File: config.mk
export PLATFORM = sky130hd
export DESIGN_NAME = backscatter_tx_scheduler
export DESIGN_NICKNAME = d
export VERILOG_FILES = /design/src/rtl/backscatter_tx_scheduler.sv
export SDC_FILE = /design/constraint.sdc
export NUM_CORES = 1
export LEC_CHECK = 0
export CAP_MARGIN = 20
export CELL_PAD_IN_SITES_DETAIL_PLACEMENT = 0
export CELL_PAD_IN_SITES_GLOBAL_PLACEMENT = 1
export CORE_MARGIN = 3
export CORE_UTILIZATION = 45
export CTS_CLUSTER_SIZE = 12
export DETAILED_ROUTE_END_ITERATION = 10
export PLACE_DENSITY_LB_ADDON = 0.1
export SLEW_MARGIN = 20
export SYNTH_ARGS = -nofsm -noshare
export SYNTH_HDL_FRONTEND = slang
export SYNTH_SLANG_ARGS = --single-unit
export TNS_END_PERCENT = 5
File: constraint.sdc
create_clock -name clock -period 3.4 [get_ports clock]
set_clock_uncertainty 0.2 [all_clocks]
set_input_delay 0.34 -clock clock [delete_from_list [all_inputs] [get_ports clock]]
set_output_delay 0.34 -clock clock [all_outputs]
set_load 0.005 [all_outputs]
File: src/rtl/backscatter_tx_scheduler.sv
// backscatter_tx_scheduler
// Sequences one backscatter tag transmission. Once armed with a payload length,
// the block waits for a fresh excitation-packet detect and lets the 802.11b
// preamble/header window pass. It then pulls payload bits from the bit buffer
// and holds each bit on the modulator for a fixed bit period. A guard holdoff
// follows before the block returns to idle.
//
// Ports:
//   clock          system clock
//   reset          asynchronous, active-high reset
//   arm            one-cycle start request; latches tx_len (ignored unless idle)
//   tx_len         payload length in bits; zero means the arm is ignored
//   abort          forces an immediate return to idle on the next edge
//   packet_detect  raw asynchronous excitation-packet detector output
//   data_valid     bit buffer holds a bit
//   data_bit       payload bit (1 = flip codeword)
//   data_ready     combinational; high in the cycle a bit is consumed
//   mod_enable     modulator trigger
//   mod_flip       codeword-flip control for the current bit
//   busy           high whenever not idle
//   done           one-cycle pulse on the first idle cycle after a holdoff
//   underrun       sticky buffer-underrun flag, cleared by the next accepted arm

module backscatter_tx_scheduler #(
  parameter int unsigned DELAY_CYCLES   = 1920,
  parameter int unsigned BIT_CYCLES     = 40,
  parameter int unsigned HOLDOFF_CYCLES = 100
) (
  input  logic       clock,
  input  logic       reset,
  input  logic       arm,
  input  logic [7:0] tx_len,
  input  logic       abort,
  input  logic       packet_detect,
  input  logic       data_valid,
  input  logic       data_bit,
  output logic       data_ready,
  output logic       mod_enable,
  output logic       mod_flip,
  output logic       busy,
  output logic       done,
  output logic       underrun
);

  localparam int unsigned LEN_W = 8;
  localparam int unsigned DLY_W = 16;
  localparam int unsigned BIT_W = 8;
  localparam int unsigned HLD_W = 16;

  typedef enum logic [2:0] {
    IDLE    = 3'd0,
    ARMED   = 3'd1,
    DELAY   = 3'd2,
    SEND    = 3'd3,
    HOLDOFF = 3'd4
  } state_t;

  state_t             state;
  state_t             state_d;
  logic [DLY_W-1:0]   delay_cnt;
  logic [DLY_W-1:0]   delay_cnt_d;
  logic [BIT_W-1:0]   bit_cnt;
  logic [BIT_W-1:0]   bit_cnt_d;
  logic [HLD_W-1:0]   hold_cnt;
  logic [HLD_W-1:0]   hold_cnt_d;
  logic [LEN_W-1:0]   remaining;
  logic [LEN_W-1:0]   remaining_d;
  logic               mod_enable_d;
  logic               mod_flip_d;
  logic               busy_d;
  logic               done_d;
  logic               underrun_d;

  logic               sync_meta;
  logic               sync_out;
  logic               sync_prev;
  logic               detect_event;
  logic               at_boundary;

  // Two-flop synchronizer plus previous-value flop for rising-edge detection
  always_ff @(posedge clock or posedge reset) begin
    if (reset) begin
      sync_meta <= 1'b0;
      sync_out  <= 1'b0;
      sync_prev <= 1'b0;
    end else begin
      sync_meta <= packet_detect;
      sync_out  <= sync_meta;
      sync_prev <= sync_out;
    end
  end

  assign detect_event = sync_out & ~sync_prev;

  // Bit boundary: last DELAY cycle, or last cycle of a bit while bits remain
  assign at_boundary = ((state == DELAY) && (delay_cnt == DLY_W'(1))) ||
                       ((state == SEND) && (bit_cnt == BIT_W'(1)) &&
                        (remaining != LEN_W'(0)));

  assign data_ready = at_boundary & data_valid;

  // Next-state and next-output logic
  always_comb begin
    state_d      = state;
    delay_cnt_d  = delay_cnt;
    bit_cnt_d    = bit_cnt;
    hold_cnt_d   = hold_cnt;
    remaining_d  = remaining;
    mod_enable_d = mod_enable;
    mod_flip_d   = mod_flip;
    done_d       = 1'b0;
    underrun_d   = underrun;

    if (abort) begin
      state_d      = IDLE;
      mod_enable_d = 1'b0;
      mod_flip_d   = 1'b0;
    end else begin
      unique case (state)
        IDLE: begin
          if (arm && (tx_len != LEN_W'(0))) begin
            state_d     = ARMED;
            remaining_d = tx_len;
            underrun_d  = 1'b0;
          end
        end

        ARMED: begin
          if (detect_event) begin
            state_d     = DELAY;
            delay_cnt_d = DLY_W'(DELAY_CYCLES);
          end
        end

        DELAY, SEND: begin
          if (at_boundary) begin
            if (data_valid) begin
              state_d      = SEND;
              mod_enable_d = 1'b1;
              mod_flip_d   = data_bit;
              remaining_d  = remaining - LEN_W'(1);
              bit_cnt_d    = BIT_W'(BIT_CYCLES);
            end else begin
              // Buffer ran dry: stop modulating and go to the guard period
              state_d      = HOLDOFF;
              mod_enable_d = 1'b0;
              mod_flip_d   = 1'b0;
              underrun_d   = 1'b1;
              hold_cnt_d   = HLD_W'(HOLDOFF_CYCLES);
            end
          end else if ((state == SEND) && (bit_cnt == BIT_W'(1))) begin
            // Last bit period has ended
            state_d      = HOLDOFF;
            mod_enable_d = 1'b0;
            mod_flip_d   = 1'b0;
            hold_cnt_d   = HLD_W'(HOLDOFF_CYCLES);
          end else if (state == DELAY) begin
            delay_cnt_d = delay_cnt - DLY_W'(1);
          end else begin
            bit_cnt_d = bit_cnt - BIT_W'(1);
          end
        end

        HOLDOFF: begin
          if (hold_cnt == HLD_W'(1)) begin
            state_d = IDLE;
            done_d  = 1'b1;
          end else begin
            hold_cnt_d = hold_cnt - HLD_W'(1);
          end
        end

        default: begin
          state_d      = IDLE;
          mod_enable_d = 1'b0;
          mod_flip_d   = 1'b0;
        end
      endcase
    end

    busy_d = (state_d != IDLE);
  end

  // State and output registers
  always_ff @(posedge clock or posedge reset) begin
    if (reset) begin
      state      <= IDLE;
      delay_cnt  <= '0;
      bit_cnt    <= '0;
      hold_cnt   <= '0;
      remaining  <= '0;
      mod_enable <= 1'b0;
      mod_flip   <= 1'b0;
      busy       <= 1'b0;
      done       <= 1'b0;
      underrun   <= 1'b0;
    end else begin
      state      <= state_d;
      delay_cnt  <= delay_cnt_d;
      bit_cnt    <= bit_cnt_d;
      hold_cnt   <= hold_cnt_d;
      remaining  <= remaining_d;
      mod_enable <= mod_enable_d;
      mod_flip   <= mod_flip_d;
      busy       <= busy_d;
      done       <= done_d;
      underrun   <= underrun_d;
    end
  end

endmodule

==> impl_metrics.env <==
export IMPL_status="completed"
export IMPL_wl_per_cell_um=17.1
export IMPL_intPower_mw=1.43
export IMPL_ctsHoldBuffers=0
export IMPL_final_common_cell="dfrtp_1"
export IMPL_p_switching_mw=0.830
export IMPL_cts_resized=0
export IMPL_swShare=0.367
export IMPL_clock_latency_ns=0.34
export IMPL_ys_types=61
export IMPL_drc=0
export IMPL_p_leak_nw=1.79
export IMPL_path_buf_inv=1
export IMPL_synthArstFlopShare=1.00
export IMPL_fin_worst_hold_slack_ns=0.0653
export IMPL_hold_path_class="in2async"
export IMPL_cts_path_max_buffers=2
export IMPL_worstPathCellList="nor2b_1 -> nand4_1 -> nor2_1 -> o21a_1 -> clkdlybuf4s50_1"
export IMPL_worst_pin_slew_ns=0.780
export IMPL_fp_dieArea_mm2=0.00941
export IMPL_dp_hpwl_um=6550
export IMPL_drt_total_wl_um=9200
export IMPL_drv_slew=0
export IMPL_avgViaCountPerCell=6.05
export IMPL_final_layout_size_suffix_gt1_frac=0.106
export IMPL_fin_nets=453
export IMPL_die_x_um=97.0
export IMPL_cts_setup_buffers=0
export IMPL_drt_initial_drc_count=150
export IMPL_avgSynthCellArea_um2=9.16
export IMPL_grt_pass1_vias=3225
export IMPL_cts_tree="built"
export IMPL_grt_use_total=0.203
export IMPL_first_pass_iters=4
export IMPL_arrival_ns=2.63
export IMPL_grt_pass1_wl_um=15800
export IMPL_period_minus_slack_ns=3.17
export IMPL_cellPowerDensity_mw_per_mm2=533
export IMPL_hold_viol=0
export IMPL_rows=32
export IMPL_seq_area_frac_synth=0.396
export IMPL_cts_inserted_buffers=9
export IMPL_grt_start_max_net_pins=34
export IMPL_crit_family="simple AND/OR/NAND/NOR gates"
export IMPL_grt_most_used_layer="met2"
export IMPL_final_cell_mix="59 x dfrtp_1, 31 x nor2_1, 25 x a21oi_1"
export IMPL_finalSetupViolations=0
export IMPL_htreeDepth=3
export IMPL_clk_pin_slew_ns=0.07
export IMPL_gr_total_overflow=0
export IMPL_place_inst=522
export IMPL_netlist_area_mm2=0.00373
export IMPL_start_util=0.473
export IMPL_ioPinCount=21
export IMPL_fin_crit_sh=0.933
export IMPL_setup_worst_path_class="reg2out"
export IMPL_area_growth_pct=14.1
export IMPL_coreArea_mm2=0.00789
export IMPL_worstPathRequired_ns=2.86
export IMPL_worstPathMaxFanout=14
export IMPL_grt_use_met1=0.275
export IMPL_synthFlopType="dfrtp_1"
export IMPL_seq_power_share=0.449
export IMPL_clock_sinks=59
export IMPL_antenna_found_initial=0
export IMPL_end_kind="output pin"
export IMPL_yosysWarnings=0
export IMPL_ys_ff_latch=59
export IMPL_die_h_um=97.0
export IMPL_port_buffers=20
export IMPL_fin_cells=537
export IMPL_gp_congestion=0.819
export IMPL_met3_usage=0.0425
export IMPL_cpPeakStageDelay_ns=0.58
export IMPL_root_buffer="clkbuf_8"
export IMPL_critPathLaunchType="flip-flop"
export IMPL_finalSetupTns_ns=0
export IMPL_synth_edff_count=0
export IMPL_fmaxAchievable_mhz=315
export IMPL_rsz0062_at_grt="no"
export IMPL_relSlewSlack=0.477
export IMPL_syn_inst=407
export IMPL_ant_nets=0
export IMPL_via_count=3251
export IMPL_slowest_stage="dfrtp_1"
export IMPL_p_clk_frac=0.249
export IMPL_grt_use_met2=0.316
export IMPL_antenna_cells=0
export IMPL_synth_nets=429
export IMPL_ir_drop_uv=274
export IMPL_maxCapViolations=0
export IMPL_combinationalPowerShare=0.302
-- worst paths after layout --
path	startpoint	endpoint	slack (ns)	cells past startpoint
setup reg to reg	state[1]	hold_cnt[13]	0.42	5
hold reg to reg	sync_meta	sync_out	0.15	0
min in group clock	sync_meta	sync_out	0.15	0
setup / recovery	state[1]	data_ready	0.23	5
max in group asynchronous	reset	remaining[6]	1.92	4
hold / removal	reset	hold_cnt[9]	0.07	2
-- metal layers --
metal  vias to the layer above  wire [um]
li1                       1603          -
met1                      1588       4470
met2                        45       4270
met3                        15        284
met4                         0        173
met5                         -          0
-- state kept, by name, summed over array words and instances, names as in the netlist --
signal	flops
remaining	8
mod_flip	1
hold_cnt	16
state	3
sync_out	1
bit_cnt	8
sync_meta	1
underrun	1
mod_enable	1
done	1
busy	1
sync_prev	1
delay_cnt	16
-- stage by stage --
stage | area (um2) | power (mW) | setup WS [ns] | util
6_report | 4250 | 2.26 | 0.229 | 0.539
2_1_floorplan | 3730 | 1.51 | 0.811 | -
3_3_place_gp | 4080 | 1.69 | 0.533 | 0.518
5_1_grt | 4250 | 2.43 | 0.00293 | 0.539
4_1_cts | 4250 | 2.28 | 0.209 | 0.539
3_5_place_dp | 4080 | 1.71 | 0.447 | 0.518
-- synth_stat cells, drive strengths merged (2+ instances only) --
cell type   n  area share
a2111oi     2      0.0047
a211o       6       0.014
a211oi      4      0.0081
a21boi      2      0.0040
a21o       10       0.020
a21oi      25       0.034
a31oi       7       0.012
and2        6       0.010
and3        4      0.0067
buf         8       0.011
clkbuf     15       0.015
dfrtp      59        0.40
ha          7       0.023
inv        15       0.015
mux2        2      0.0060
mux2i      18       0.048
nand2      22       0.022
nand2b     14       0.023
nand3       5      0.0081
nand4       4      0.0067
nor2       32       0.033
nor2b       5      0.0084
nor3       18       0.026
nor3b       4      0.0094
nor4       12       0.023
nor4b       5       0.012
nor4bb      2      0.0054
o211a       2      0.0054
o211ai      8       0.017
o21a        3      0.0060
o21ai      18       0.027
o221ai      4      0.0094
o22a        3      0.0071
o22ai       2      0.0034
o2bb2ai     3      0.0071
o311a       5       0.013
o31ai       6       0.012
o32ai       2      0.0087
or2         3      0.0050
or3         8       0.013
or3b        4      0.0094
or4        14       0.028
-- power by group through the flow --
stage               sequential, mW  clock [mW]  combinational, mW
global route                  1.04       0.615              0.775
detailed placement            1.03           0              0.685
global placement              1.02           0              0.676
CTS                           1.01       0.582              0.686
finish                        1.02       0.563              0.685
floorplan                    0.980           0              0.526
-- cell families (layout without fill, tap and decap cells) --
| kind of cell | Yosys count | in the layout | share of synthesized area |
|---|---|---|---|
| AO/OA/AOI/OAI | 119 | 119 | 0.230 |
| adder cells (fa/ha/maj) | 7 | 7 | 0.0235 |
| buffers and inverters | 38 | 66 | 0.0410 |
| flip-flops | 59 | 59 | 0.396 |
| multiplexers | 20 | 20 | 0.0544 |
| AND/OR/NAND/NOR | 164 | 164 | 0.255 |
-- layout make-up --
| class | count | area [um2] |
|---|---|---|
| inverter | 15 | 56.3 |
| clock buffer | 10 | 138 |
| timing repair buffer | 36 | 320 |
| sequential | 59 | 1480 |
| multi-input combinational | 310 | 2100 |
| clock inverter | 5 | 30.0 |
| tap | 102 | 128 |
| fill | 756 | 3640 |
Note: power is estimated with default switching activity, not from simulation.
